===== src/rtl/commit_trace_buffer.sv =====
`default_nettype none
// ============================================================================
// commit_trace_buffer : ring-buffer capture of retired instructions with a
// fill-stop or circular+PC-trigger mode, drained oldest-first over valid/ready.
// Revision 1.0
// ============================================================================
module commit_trace_buffer #(
   parameter  int XLEN  = 32,
   parameter  int DEPTH = 16,
   localparam int AW    = $clog2(DEPTH)
) (
   input  logic            i_clock,
   input  logic            i_resetn,
   input  logic            i_commitValid,
   input  logic [XLEN-1:0] i_commitPC,
   input  logic [4:0]      i_commitRd,
   input  logic [XLEN-1:0] i_commitData,
   input  logic            i_arm,
   input  logic            i_mode,
   input  logic [XLEN-1:0] i_trigPC,
   input  logic [AW-1:0]   i_postCount,
   output logic [1:0]      o_state,
   output logic [AW:0]     o_count,
   output logic            o_overflow,
   output logic            o_rdValid,
   input  logic            i_rdReady,
   output logic [XLEN-1:0] o_rdPC,
   output logic [4:0]      o_rdRd,
   output logic [XLEN-1:0] o_rdData,
   output logic [31:0]     o_rdCycle
);

   typedef enum logic [1:0] {
      ST_IDLE    = 2'd0,
      ST_CAPTURE = 2'd1,
      ST_POST    = 2'd2,
      ST_DONE    = 2'd3
   } state_t;

   localparam logic [AW:0] FULL_COUNT = (AW+1)'(DEPTH);

   state_t            state_q, state_d;
   logic [AW-1:0]     wr_ptr_q, wr_ptr_d;
   logic [AW-1:0]     rd_ptr_q, rd_ptr_d;
   logic [AW:0]       count_q, count_d;
   logic              overflow_q, overflow_d;
   logic              mode_q, mode_d;
   logic [XLEN-1:0]   trig_pc_q, trig_pc_d;
   logic [AW-1:0]     post_count_q, post_count_d;
   logic [AW-1:0]     remaining_q, remaining_d;
   logic [31:0]       cycle_q, cycle_d;
   logic              wr_en;
   logic              rd_valid;

   logic [XLEN-1:0]   pc_mem   [DEPTH];
   logic [4:0]        rd_mem   [DEPTH];
   logic [XLEN-1:0]   data_mem [DEPTH];
   logic [31:0]       cyc_mem  [DEPTH];

   assign rd_valid = (state_q == ST_DONE) && (count_q != '0);
   assign cycle_d  = cycle_q + 32'd1;

   always_comb begin
      state_d      = state_q;
      wr_ptr_d     = wr_ptr_q;
      rd_ptr_d     = rd_ptr_q;
      count_d      = count_q;
      overflow_d   = overflow_q;
      mode_d       = mode_q;
      trig_pc_d    = trig_pc_q;
      post_count_d = post_count_q;
      remaining_d  = remaining_q;
      wr_en        = 1'b0;

      if (i_arm) begin
         state_d      = ST_CAPTURE;
         wr_ptr_d     = '0;
         rd_ptr_d     = '0;
         count_d      = '0;
         overflow_d   = 1'b0;
         mode_d       = i_mode;
         trig_pc_d    = i_trigPC;
         post_count_d = i_postCount;
      end else begin
         unique case (state_q)
            ST_CAPTURE, ST_POST: begin
               if (i_commitValid) begin
                  wr_en    = 1'b1;
                  wr_ptr_d = wr_ptr_q + AW'(1);
                  // A full ring drops its oldest record to make room.
                  if (count_q == FULL_COUNT) begin
                     rd_ptr_d   = rd_ptr_q + AW'(1);
                     overflow_d = 1'b1;
                  end else begin
                     count_d = count_q + (AW+1)'(1);
                  end

                  if (!mode_q) begin
                     if (count_q == FULL_COUNT - (AW+1)'(1)) begin
                        state_d = ST_DONE;
                     end
                  end else if (state_q == ST_CAPTURE) begin
                     if (i_commitPC == trig_pc_q) begin
                        if (post_count_q == '0) begin
                           state_d = ST_DONE;
                        end else begin
                           state_d     = ST_POST;
                           remaining_d = post_count_q;
                        end
                     end
                  end else begin
                     remaining_d = remaining_q - AW'(1);
                     if (remaining_q == AW'(1)) begin
                        state_d = ST_DONE;
                     end
                  end
               end
            end
            ST_DONE: begin
               if (rd_valid && i_rdReady) begin
                  rd_ptr_d = rd_ptr_q + AW'(1);
                  count_d  = count_q - (AW+1)'(1);
                  if (count_q == (AW+1)'(1)) begin
                     state_d = ST_IDLE;
                  end
               end
            end
            default: begin
            end
         endcase
      end
   end

   always_ff @(posedge i_clock or negedge i_resetn) begin
      if (!i_resetn) begin
         state_q      <= ST_IDLE;
         wr_ptr_q     <= '0;
         rd_ptr_q     <= '0;
         count_q      <= '0;
         overflow_q   <= 1'b0;
         mode_q       <= 1'b0;
         trig_pc_q    <= '0;
         post_count_q <= '0;
         remaining_q  <= '0;
         cycle_q      <= '0;
      end else begin
         state_q      <= state_d;
         wr_ptr_q     <= wr_ptr_d;
         rd_ptr_q     <= rd_ptr_d;
         count_q      <= count_d;
         overflow_q   <= overflow_d;
         mode_q       <= mode_d;
         trig_pc_q    <= trig_pc_d;
         post_count_q <= post_count_d;
         remaining_q  <= remaining_d;
         cycle_q      <= cycle_d;
      end
   end

   // Storage needs no reset: o_count gates every read.
   always_ff @(posedge i_clock) begin
      if (wr_en) begin
         pc_mem[wr_ptr_q]   <= i_commitPC;
         rd_mem[wr_ptr_q]   <= i_commitRd;
         data_mem[wr_ptr_q] <= i_commitData;
         cyc_mem[wr_ptr_q]  <= cycle_q;
      end
   end

   assign o_state    = state_q;
   assign o_count    = count_q;
   assign o_overflow = overflow_q;
   assign o_rdValid  = rd_valid;
   assign o_rdPC     = pc_mem[rd_ptr_q];
   assign o_rdRd     = rd_mem[rd_ptr_q];
   assign o_rdData   = data_mem[rd_ptr_q];
   assign o_rdCycle  = cyc_mem[rd_ptr_q];

endmodule
`default_nettype wire


===== config.mk =====
export PLATFORM = sky130hd
export DESIGN_NAME = commit_trace_buffer
export DESIGN_NICKNAME = d
export VERILOG_FILES = /design/src/rtl/commit_trace_buffer.sv
export SDC_FILE = /design/constraint.sdc
export NUM_CORES = 2
export LEC_CHECK = 0
export CORE_ASPECT_RATIO = 1.75
export CORE_MARGIN = 1.5
export CORE_UTILIZATION = 45
export DETAILED_ROUTE_END_ITERATION = 16
export GPL_TIMING_DRIVEN = 0
export HOLD_SLACK_MARGIN = 0.1
export PLACE_DENSITY = 0.7
export SYNTH_ARGS = -nofsm -noshare
export SYNTH_HDL_FRONTEND = slang
export SYNTH_SLANG_ARGS = --single-unit

===== constraint.sdc =====
create_clock -name i_clock -period 15.1 [get_ports i_clock]
set_clock_uncertainty 0.15 [all_clocks]
set_input_delay 3.02 -clock i_clock [delete_from_list [all_inputs] [get_ports i_clock]]
set_output_delay 3.02 -clock i_clock [all_outputs]
set_load 0.02 [all_outputs]

==> results.cfg <==
[floorplanning]
num_rows = 186
initial_utilization_pct = 45.25
die_x_microns = 293.0
die_h_microns = 510.5
pin_count = 221
die_area_sq_um = 149600
core_sq_um = 146400

[synth]
synth.most_common_cell = edfxtp_1
avgSynthCellArea_sq_um = 19.44
syn_inst = 3407
synth_edf_count = 1616
synth_top_family_by_area = multiplexers
synth_seq_area_share_pct = 76.62
ys_seq_elements = 1705
synth_cell_types = 50
synth_fa_ha_area_share_pct = 0.2833
synth_simple_gate_area_share_pct = 1.723
async_flop_share_pct = 5.220
syn_area_sq_um = 66240
muxShareOfSynthArea_pct = 13.90
synthTopCellsByArea = edfxtp_1 (73%), mux4_2 (6.9%), mux2i_1 (4.7%)
synth.top_cell.area_share_pct = 73.26
ys.flop_type = edfxtp_1
synthTopCellsByCount = edfxtp_1 (1616), mux2i_1 (308), mux4_2 (202)
yosys_warnings = 0
synthesis.nets = 3533
synth_area_leader_cell = edfxtp_1
synth_compound_area_share_pct = 5.051
synth-xor-area-share_pct = 0.9124

[global_routing]
grt_pass1_wl_microns = 239400
antenna_found_initial = 4
grt_remaining_overflow = 0
grt_pass1_vias = 35730
grt_max_degree = 58
track_usage_pct = 22.22

[detailed_routing]
wl_per_cell_microns = 28.37
viasPerCell = 5.921
drc_errors = 0
drt-total-wl_microns = 165600
vias = 34570
postRouteAntennaNets = 0
drt_iter0_markers = 3562
drtPass1Iterations = 6

[critical_path]
cp-start-kind = register
cp.buffers_inverters = 3
r2r_end = data_mem[3][4]$_DFFE_PP_
rrSetupSlack_ns = 11.60
cp_top_family = buffers and inverters
cp.required_ns = 11.93
cp-end-kind = output pin
crit_chain = clkbuf_1 -> clkbuf_1 -> o21ai_0 -> a21oi_1 -> o21ai_0 -> nand2_1 -> clkdlybuf4s50_1
slowest_stage = clkbuf_1
max_stage_delay_ns = 0.99
rr_worst_depth = 9
critical_path_arrival_ns = 4.32
crit_type = reg2out
worstPathMaxFanout = 10
regToRegStartpoint = o_state[0]$_DFFE_PN0P_

[min_path]
min_to = trig_pc_q[30]$_DFFE_PN0P_
worstHoldStart = trig_pc_q[30]$_DFFE_PN0P_
hold-path-cell-count = 1
worstHoldPathType = reg2reg

[clock_tree]
clkSlewWorstSetupHoldPaths_ns = 0.06
cts_setup_buffers = 0
ctsLongestPathBuffers = 3
root_buffer = clkbuf_16
cts_tree = done
cts_inserted_buffers = 151
ctsHoldBuffers = 0
ctsResizeCount = 0
insertion_delay_ns = 0.78
clock-sinks = 1705
htreeDepth = 4

[timing]
timing.hold.ws_ns = 0.3752
drv_slew = 0
setup_tns_ns = 0
fin_crit_sh_pct = 49.59
worst_pin_slew_ns = 1.306
rsz0062_at_grt = no
setup_viol = 0
period_minus_slack_ns = 7.487
fmax_ghz = 0.1336
relSlewSlack_pct = 12.91
fin_ws_ns = 7.613
hold_violations = 0

[job]
drv_cap = 0

[placement]
place_ws_ns = 8.504
place_area_sq_um = 71960
place_congestion = 0.7804
dp_hpwl_microns = 104900
portBuffers = 219

[power]
powerDensity_nw_per_um2 = 154.4
vdd_drop_max_uv = 139.7
p_leak_uw = 0.02518
finalPower_uw = 11830

[run_status]
status = finished, final reports clean

[cells_and_area]
final_layout_size_suffix_gt1_share_pct = 18.09
areaGrowthSynthToFinish_pct = 15.71
nNetsFinal = 3957
fin_area_sq_um = 76640
==> cell type report <==
class                           instances  area, sq um
Sequential cell                      1705        50750
Fill cell                           11280        69740
Multi-Input combinational cell       1511        14550
Timing Repair Buffer                  271         3312
Clock inverter                         78        590.6
Buffer                                177        944.7
Tap cell                             1880         2352
Clock buffer                          197         4078
Antenna cell                            5        12.51
Inverter                               14        52.55
==> state kept, by name, indices dropped and copies added (netlist names), 2 cells and up <==
signal and cells:
cycle_q 32, cyc_mem 512, rd_mem 80, o_count 5, data_mem 512, o_state 2
trig_pc_q 32, wr_ptr_q 4, post_count_q 4, rd_ptr_q 4, remaining_q 4, pc_mem 512
==> worst reg2reg max path: stages (launching register included) <==
cell and delay, ns:
dfrtp_1 0.42, ha_1 0.36, nor2b_1 0.14, buf_4 0.18
nand3_1 0.31, nor3_2 0.76, buf_6 0.26, buf_6 0.20
buf_6 0.20, buf_6 0.20
==> layer usage <==
layer	wire (microns)	GRT usage [%]	vias to the layer above
li1	-	-	14740
met2	86700	39.40	1498
met1	60190	26.43	18030
met4	6171	8.916	2
met5	11	0	-
met3	12570	4.515	304
==> placed cells by master, fill, tap and decap left out, types with 29 or more instances in the layout <==
cell type / n
nand2_1: 122
dfrtp_1: 89
clkdlybuf4s50_1: 218
mux4_2: 202
buf_2: 52
o21ai_0: 184
mux2_2: 140
a22oi_1: 102
a221oi_1: 102
xor2_1: 42
clkbuf_16: 156
nor2_1: 29
clkbuf_1: 117
clkinv_1: 36
a21oi_1: 108
edfxtp_1: 1616
mux2i_1: 308
==> cell families after synthesis <==
family | after synthesis
xor gates and xnor gates | 69
DFF | 1705
and+or+nand+nor | 246
buffers and inverters | 191
muxes | 650
AOI/OAI and AO/OA | 531
adders and majority gates | 15
==> worst max-delay path by stage <==
stage | startpoint | end | slack (ns) | cells after the start
2_1_floorplan | i_arm | cyc_mem[3][0]$_DFFE_PP_ | 3.98 | 4
3_3_place_gp | i_commitValid | data_mem[3][3]$_DFFE_PP_ | -5.35 | 5
3_5_place_dp | rd_ptr_q[1]$_DFFE_PN0P_ | o_rdData[24] | 8.50 | 9
4_1_cts | rd_ptr_q[3]$_DFFE_PN0P_ | o_rdCycle[10] | 7.64 | 7
5_1_grt | rd_ptr_q[3]$_DFFE_PN0P_ | o_rdCycle[24] | 7.47 | 7
6_report | rd_ptr_q[3]$_DFFE_PN0P_ | o_rdPC[5] | 7.61 | 7
==> power breakdown <==
| group | switching, uW | total [uW] | leakage, uW | internal [uW] |
|---|---|---|---|---|
| combinational | 1590 | 2830 | 0.00684 | 1240 |
| clock | 1670 | 3700 | 0.00229 | 2030 |
| sequential | 42.8 | 5300 | 0.0160 | 5260 |
| total | 3310 | 11800 | 0.0252 | 8520 |
==> stage by stage <==
step	utilization [%]	cells
2_1_floorplan	-	3407
3_3_place_gp	48.35	5506
3_5_place_dp	49.16	5558
4_1_cts	52.35	5833
5_1_grt	52.35	5834
6_report	52.36	5838
(Power assumes the default switching activity.)
